===== src/rtl/stack_pkg.sv =====
// -----------------------------------------------------------------------------
// stack_pkg
// Shared definitions for the CPU data stack. The instruction decoder imports
// the same package so both sides agree on the stack command encoding.
//   cmd_e : 3-bit stack command code carried on data_stack.cmd
// -----------------------------------------------------------------------------
package stack_pkg;

    typedef enum logic [2:0] {
        CMD_NOP      = 3'd0,
        CMD_PUSH     = 3'd1,
        CMD_POP      = 3'd2,
        CMD_POP2PUSH = 3'd3,
        CMD_DUP      = 3'd4,
        CMD_SWAP     = 3'd5,
        CMD_OVER     = 3'd6,
        CMD_RSVD     = 3'd7   // decodes as NOP
    } cmd_e;

endpackage


===== src/rtl/stack_ram.sv =====
// -----------------------------------------------------------------------------
// stack_ram
// Spill storage for stack entries below TOS/NOS. Writes are synchronous and
// reads are asynchronous, so a POP can refill NOS from the RAM in the same
// cycle.
//   clk   : clock
//   we    : write enable
//   waddr : write index
//   wdata : write data
//   raddr : read index
//   rdata : read data (combinational from raddr)
// -----------------------------------------------------------------------------
module stack_ram #(
    parameter int WIDTH   = 16,
    parameter int ENTRIES = 14,
    parameter int AW      = 4
) (
    input  logic             clk,
    input  logic             we,
    input  logic [AW-1:0]    waddr,
    input  logic [WIDTH-1:0] wdata,
    input  logic [AW-1:0]    raddr,
    output logic [WIDTH-1:0] rdata
);

    logic [WIDTH-1:0] mem [ENTRIES];

    // NOTE: the array has no reset; every location is written by a PUSH before
    // any POP can read it, so clearing it would only cost logic.
    always_ff @(posedge clk) begin
        if (we) begin
            mem[waddr] <= wdata;
        end
    end

    assign rdata = mem[raddr];

endmodule


===== src/rtl/data_stack.sv =====
// -----------------------------------------------------------------------------
// data_stack
// Single-cycle hardware data stack. The top two entries are held in registers
// (tos/nos); deeper entries spill to stack_ram. Commands whose preconditions
// fail are not executed and instead set a sticky overflow/underflow flag.
//   clk       : clock, all state updates on the rising edge
//   rst       : synchronous active-high reset
//   cmd_valid : execute cmd this cycle
//   cmd       : stack command (stack_pkg::cmd_e)
//   din       : operand for PUSH and POP2PUSH
//   err_clr   : clears both sticky flags (a new error in the same cycle wins)
//   tos, nos  : top / next-on-stack, 0 when not present
//   depth     : current entry count
//   empty     : depth == 0
//   full      : depth == DEPTH
//   overflow  : sticky, set by a rejected growing command
//   underflow : sticky, set by a rejected shrinking command
// -----------------------------------------------------------------------------
module data_stack
    import stack_pkg::*;
#(
    parameter int WIDTH = 16,
    parameter int DEPTH = 16
) (
    input  logic                         clk,
    input  logic                         rst,
    input  logic                         cmd_valid,
    input  logic [2:0]                   cmd,
    input  logic [WIDTH-1:0]             din,
    input  logic                         err_clr,
    output logic [WIDTH-1:0]             tos,
    output logic [WIDTH-1:0]             nos,
    output logic [$clog2(DEPTH+1)-1:0]   depth,
    output logic                         empty,
    output logic                         full,
    output logic                         overflow,
    output logic                         underflow
);

    localparam int DW      = $clog2(DEPTH + 1);
    localparam int ENTRIES = DEPTH - 2;
    localparam int AW      = (ENTRIES > 1) ? $clog2(ENTRIES) : 1;

    logic             push_ok;
    logic             pop_ok;
    logic             swap_ok;
    logic             set_ovf;
    logic             set_unf;
    logic [WIDTH-1:0] push_val;
    logic [WIDTH-1:0] pop_val;
    logic             has_two;
    logic             has_three;
    logic             ram_we;
    logic [AW-1:0]    wr_idx;
    logic [AW-1:0]    rd_idx;
    logic [WIDTH-1:0] ram_rdata;

    // Derived from registers only, so no input-to-output path exists.
    assign empty     = (depth == '0);
    assign full      = (depth == DW'(DEPTH));
    assign has_two   = (depth >= DW'(2));
    assign has_three = (depth >= DW'(3));

    // NOTE: every signal assigned here gets a default first, so no path can
    // leave one unassigned and infer a latch.
    always_comb begin
        push_ok  = 1'b0;
        pop_ok   = 1'b0;
        swap_ok  = 1'b0;
        set_ovf  = 1'b0;
        set_unf  = 1'b0;
        push_val = din;
        pop_val  = nos;
        // Commands are ignored while reset is held; this also blocks the RAM write.
        if (cmd_valid && !rst) begin
            case (cmd_e'(cmd))
                CMD_PUSH: begin
                    if (full) set_ovf = 1'b1;
                    else      push_ok = 1'b1;
                end
                CMD_DUP: begin
                    push_val = tos;
                    if (empty)     set_unf = 1'b1;
                    else if (full) set_ovf = 1'b1;
                    else           push_ok = 1'b1;
                end
                CMD_OVER: begin
                    // Missing operand is reported before a full stack.
                    push_val = nos;
                    if (!has_two)  set_unf = 1'b1;
                    else if (full) set_ovf = 1'b1;
                    else           push_ok = 1'b1;
                end
                CMD_POP: begin
                    if (empty) set_unf = 1'b1;
                    else       pop_ok  = 1'b1;
                end
                CMD_POP2PUSH: begin
                    pop_val = din;
                    if (!has_two) set_unf = 1'b1;
                    else          pop_ok  = 1'b1;
                end
                CMD_SWAP: begin
                    if (!has_two) set_unf = 1'b1;
                    else          swap_ok = 1'b1;
                end
                default: ;
            endcase
        end
    end

    // On a push the old NOS becomes entry 3 at index (n+1)-3 = n-2.
    // On a pop the new NOS is the old entry 3 at index n-3.
    assign ram_we = push_ok && has_two;
    assign wr_idx = AW'(depth - DW'(2));
    assign rd_idx = has_three ? AW'(depth - DW'(3)) : '0;

    stack_ram #(
        .WIDTH   (WIDTH),
        .ENTRIES (ENTRIES),
        .AW      (AW)
    ) u_ram (
        .clk   (clk),
        .we    (ram_we),
        .waddr (wr_idx),
        .wdata (nos),
        .raddr (rd_idx),
        .rdata (ram_rdata)
    );

    // NOTE: state registers use non-blocking assignments so every update in
    // this block sees the pre-edge values of tos/nos/depth.
    always_ff @(posedge clk) begin
        if (rst) begin
            tos       <= '0;
            nos       <= '0;
            depth     <= '0;
            overflow  <= 1'b0;
            underflow <= 1'b0;
        end else begin
            if (push_ok) begin
                tos   <= push_val;
                nos   <= tos;
                depth <= depth + DW'(1);
            end else if (pop_ok) begin
                tos   <= pop_val;
                nos   <= has_three ? ram_rdata : '0;
                depth <= depth - DW'(1);
            end else if (swap_ok) begin
                tos <= nos;
                nos <= tos;
            end
            // A new error outranks a clear in the same cycle.
            overflow  <= (overflow  && !err_clr) || set_ovf;
            underflow <= (underflow && !err_clr) || set_unf;
        end
    end

endmodule

===== config.mk =====
export PLATFORM = sky130hd
export DESIGN_NAME = data_stack
export DESIGN_NICKNAME = d
export VERILOG_FILES = /design/src/rtl/stack_pkg.sv /design/src/rtl/stack_ram.sv /design/src/rtl/data_stack.sv
export SDC_FILE = /design/constraint.sdc
export NUM_CORES = 1
export LEC_CHECK = 0
export CORE_MARGIN = 2
export CORE_UTILIZATION = 50
export CTS_BUF_LIST = sky130_fd_sc_hd__clkbuf_2
export CTS_CLUSTER_SIZE = 30
export DETAILED_ROUTE_END_ITERATION = 6
export PLACE_DENSITY_LB_ADDON = 0.2
export SLEW_MARGIN = 0
export SYNTH_ARGS = -nofsm -noshare
export SYNTH_HDL_FRONTEND = slang
export SYNTH_SLANG_ARGS = --single-unit

===== constraint.sdc =====
create_clock -name clk -period 5.4 [get_ports clk]
set_input_delay 0.54 -clock clk [delete_from_list [all_inputs] [get_ports clk]]
set_output_delay 0.54 -clock clk [all_outputs]
set_load 0.005 [all_outputs]

==> impl_metrics.toml <==
[grt]
grt_max_degree = 71
busiest_layer = "met2"
grt_overflow = 0
global_route.usage.met2_pct = 44.19
grt_antenna_before_repair = 2
gr_met1_demand_resource_pct = 33.01
vias_in_the_first_global_route = 7965
use_met3_pct = 6.951
global_route_wire_length_before_repair_mm = 47.13
grtUsageTotal_pct = 26.22

[power]
power.leakage_nw = 4.380
net_switching_power_mw = 0.9741
power.ir.vdd_worst_mv = 0.1809
swShare_pct = 25.41
clock_power_share_pct = 35.3
seq_power_share_pct = 58.0
power_report.internal_total_mw = 2.860
power_density_nw_per_um2 = 291.6
fraction_of_power_consumed_by_combinational_cells_pct = 6.7
fin_total_pwr_mw = 3.834

[setup_path]
path_class = "reg2reg"
timing.reg2reg.worst_path_depth = 9
critical_path.endpoint_type = "flip-flop"
crit_fanout = 26
cp.arrival_ns = 4.51
startpoint_type_of_the_worst_setup_path = "flip-flop"
timing.critical_path.required_ns = 5.83

[logic_synthesis]
mean_instance_size_in_the_synthesized_netlist_um2 = 13.11
synth_top_family_by_area = "compound AO/OA/AOI/OAI gates"
synth_xor_area_share_pct = 0.4503
synth-simple-area-share_pct = 12.18
synth_area_um2 = 11670
synth_nets = 923
synth_compound_gate_area_share_pct = 14.44
synth.mux.area_fraction_pct = 4.620
synth-edff-count = 224
async_reset_ff_share_pct = 0
synth-warning-count = 0
yosys_most_used_dff = "edfxtp_1"
yosys.cell_types.count = 61
yosysSeqAreaShare_pct = 64.32
synthesis.instances = 890
post_synth_adder_cell_area_pct = 1.136
ys_ff_latch = 263

[cts]
cts-resized-gates = 0
holdBufCountCts = 0
htree_levels = 3
cts_buffers = 68
post-cts-setup-buffers = 0
clock_path_buffers = 3
cts_root_buf = "clkbuf_2"
cts_tree = "built"
clkSlewWorstSetupHoldPaths_ns = 0.11
clk-insertion-delay-late_ns = 0.85
numClockSinks = 263

[floorplanning]
rows = 55
core_um2 = 22780
initial_utilization_pct = 51.24
die-width_um = 156.8
top_level_ports = 64
dieHeight_um = 156.8
die_area_um2 = 24580

[final_layout]
syn2layout_area_growth_pct = 12.63
most_frequent_cells_in_the_layout = "224 x edfxtp_1, 105 x clkbuf_2, 63 x clkdlybuf4s50_1"
layout-drive-gt1-share_pct = 22.71
final_core_utilization_pct = 57.71
fin_nets = 1003
layout.cells.most_common = "edfxtp_1"

[sta]
finalSetupViolations = 0
period_needed_ns = 4.085
rsz0062_at_grt = "false"
timing_worst_slew_pin_value_ns = 1.146
hold_ws_ns = 0.4141
finalHoldViolCount = 0
final_worst_setup_slack_ns = 1.315
setup-tns-final_ns = 0
final-max-slew-violation-count = 0
finalClockSkew_ns = 0.07784
achievable_frequency_mhz = 244.8
worst_slew_margin_rel_pct = 23.29
finalCritPeriodShare_pct = 75.64

[placement]
detailed_place_hpwl_mm = 19.95
detailedPlace.worstSlack_ns = 0.8127
gp_congestion = 0.8549
port_buffers = 63

[detailed_routing]
drt-total-wl_mm = 32.28
detail_route.vias_per_cell = 6.170
drt-pass1-iter-count = 7
drtAntennaViolNets = 0
wire_per_inst_um = 24.23
vias = 8219
drc = 0
drtIter0Drc = 956

[outcome]
run_status = "complete, no violations"

[worst_hold_path]
hold_path.class = "in2reg"
min_delay_path_depth = 3

[job]
drv.max_cap_violation_count = 0
-- stage by stage --
step,instance area (um^2),cells
CTS,13140,1330
floorplan,11670,890
finish,13150,1332
detailed placement,12530,1213
global route,13150,1332
global placement,12530,1213
-- power by group through the flow --
| stage | sequential, mW | clock, mW | combinational (mW) |
|---|---|---|---|
| after global routing | 2.22 | 1.48 | 0.276 |
| final | 2.22 | 1.35 | 0.258 |
| after CTS | 2.22 | 1.38 | 0.256 |
| after floorplan | 2.26 | 0 | 0.154 |
| after detailed placement | 2.27 | 0 | 0.254 |
| after global placement | 2.27 | 0 | 0.252 |
-- registers in the layout, indices dropped and copies added (netlist names) --
name       flops
overflow       1
depth          5
u_ram.mem    224
tos           16
nos           16
underflow      1
-- synthesized netlist by cell type (4+ instances only) --
cell / instances / area (um^2)
a31oi_1: 34 / 212.7
o21ai_1: 9 / 45.04
nor2b_1: 5 / 31.28
nand2_1: 55 / 206.5
a311o_1: 14 / 140.1
clkbuf_1: 47 / 176.4
a211oi_1: 4 / 30.03
a31o_2: 14 / 122.6
o21ai_0: 42 / 210.2
nand4_1: 15 / 93.84
nand2b_1: 4 / 25.02
edfxtp_1: 224 / 6726
a222oi_1: 14 / 140.1
a21oi_1: 27 / 135.1
xnor2_1: 4 / 35.03
mux2_2: 47 / 529.3
nor2_1: 48 / 180.2
nand3_1: 4 / 20.02
buf_2: 17 / 85.08
dfxtp_1: 39 / 780.8
and3b_1: 30 / 262.8
and2_1: 16 / 100.1
nor3_1: 50 / 250.2
or3_1: 16 / 100.1
inv_1: 6 / 22.52
ha_1: 9 / 112.6
o221a_2: 28 / 315.3
o221ai_1: 17 / 148.9
-- critical path, cell delays in order, from the launching register on --
cell and delay (ns):
dfxtp_1 0.53, inv_1 0.14, ha_2 0.26, and4bb_2 0.26
a211oi_1 0.32, o31a_1 0.19, buf_4 0.23, inv_1 0.46
nor3_1 0.61, and2_1 0.72
-- path summary, 6_finish.rpt --
kind | startpoint | endpoint | slack, ns
setup / recovery | depth[1] | u_ram.mem[6][10] | 1.32
hold / removal | cmd_valid | underflow | 0.41
setup reg to reg | depth[1] | u_ram.mem[6][10] | 1.32
hold reg to reg | tos[14] | tos[14] | 0.53
-- cells by family after synthesis --
| family | count (synthesis) |
|---|---|
| DFF | 263 |
| AOI/OAI and AO/OA | 225 |
| muxes | 48 |
| and+or+nand+nor | 261 |
| adders and majority gates | 10 |
| buffers and inverters | 77 |
| xor gates and xnor gates | 6 |
-- per-layer routing --
layer  vias to the layer above  share of wire, %
met1                      4082                40
li1                       3725                 -
met4                         0               2.3
met3                        52               8.2
met2                       360                50
met5                         -                 0
-- area by class of cell --
class | instances | area (um^2)
clock inverters | 12 | 85.08
flip-flops and latches | 263 | 7511
diodes | 2 | 5.005
fillers | 1924 | 9633
multi-input cells | 550 | 3842
clock buffers | 105 | 525.5
inverters | 7 | 26.28
repair buffers | 80 | 758.2
well taps | 313 | 391.6
Note: power is estimated with default switching activity, not from simulation.
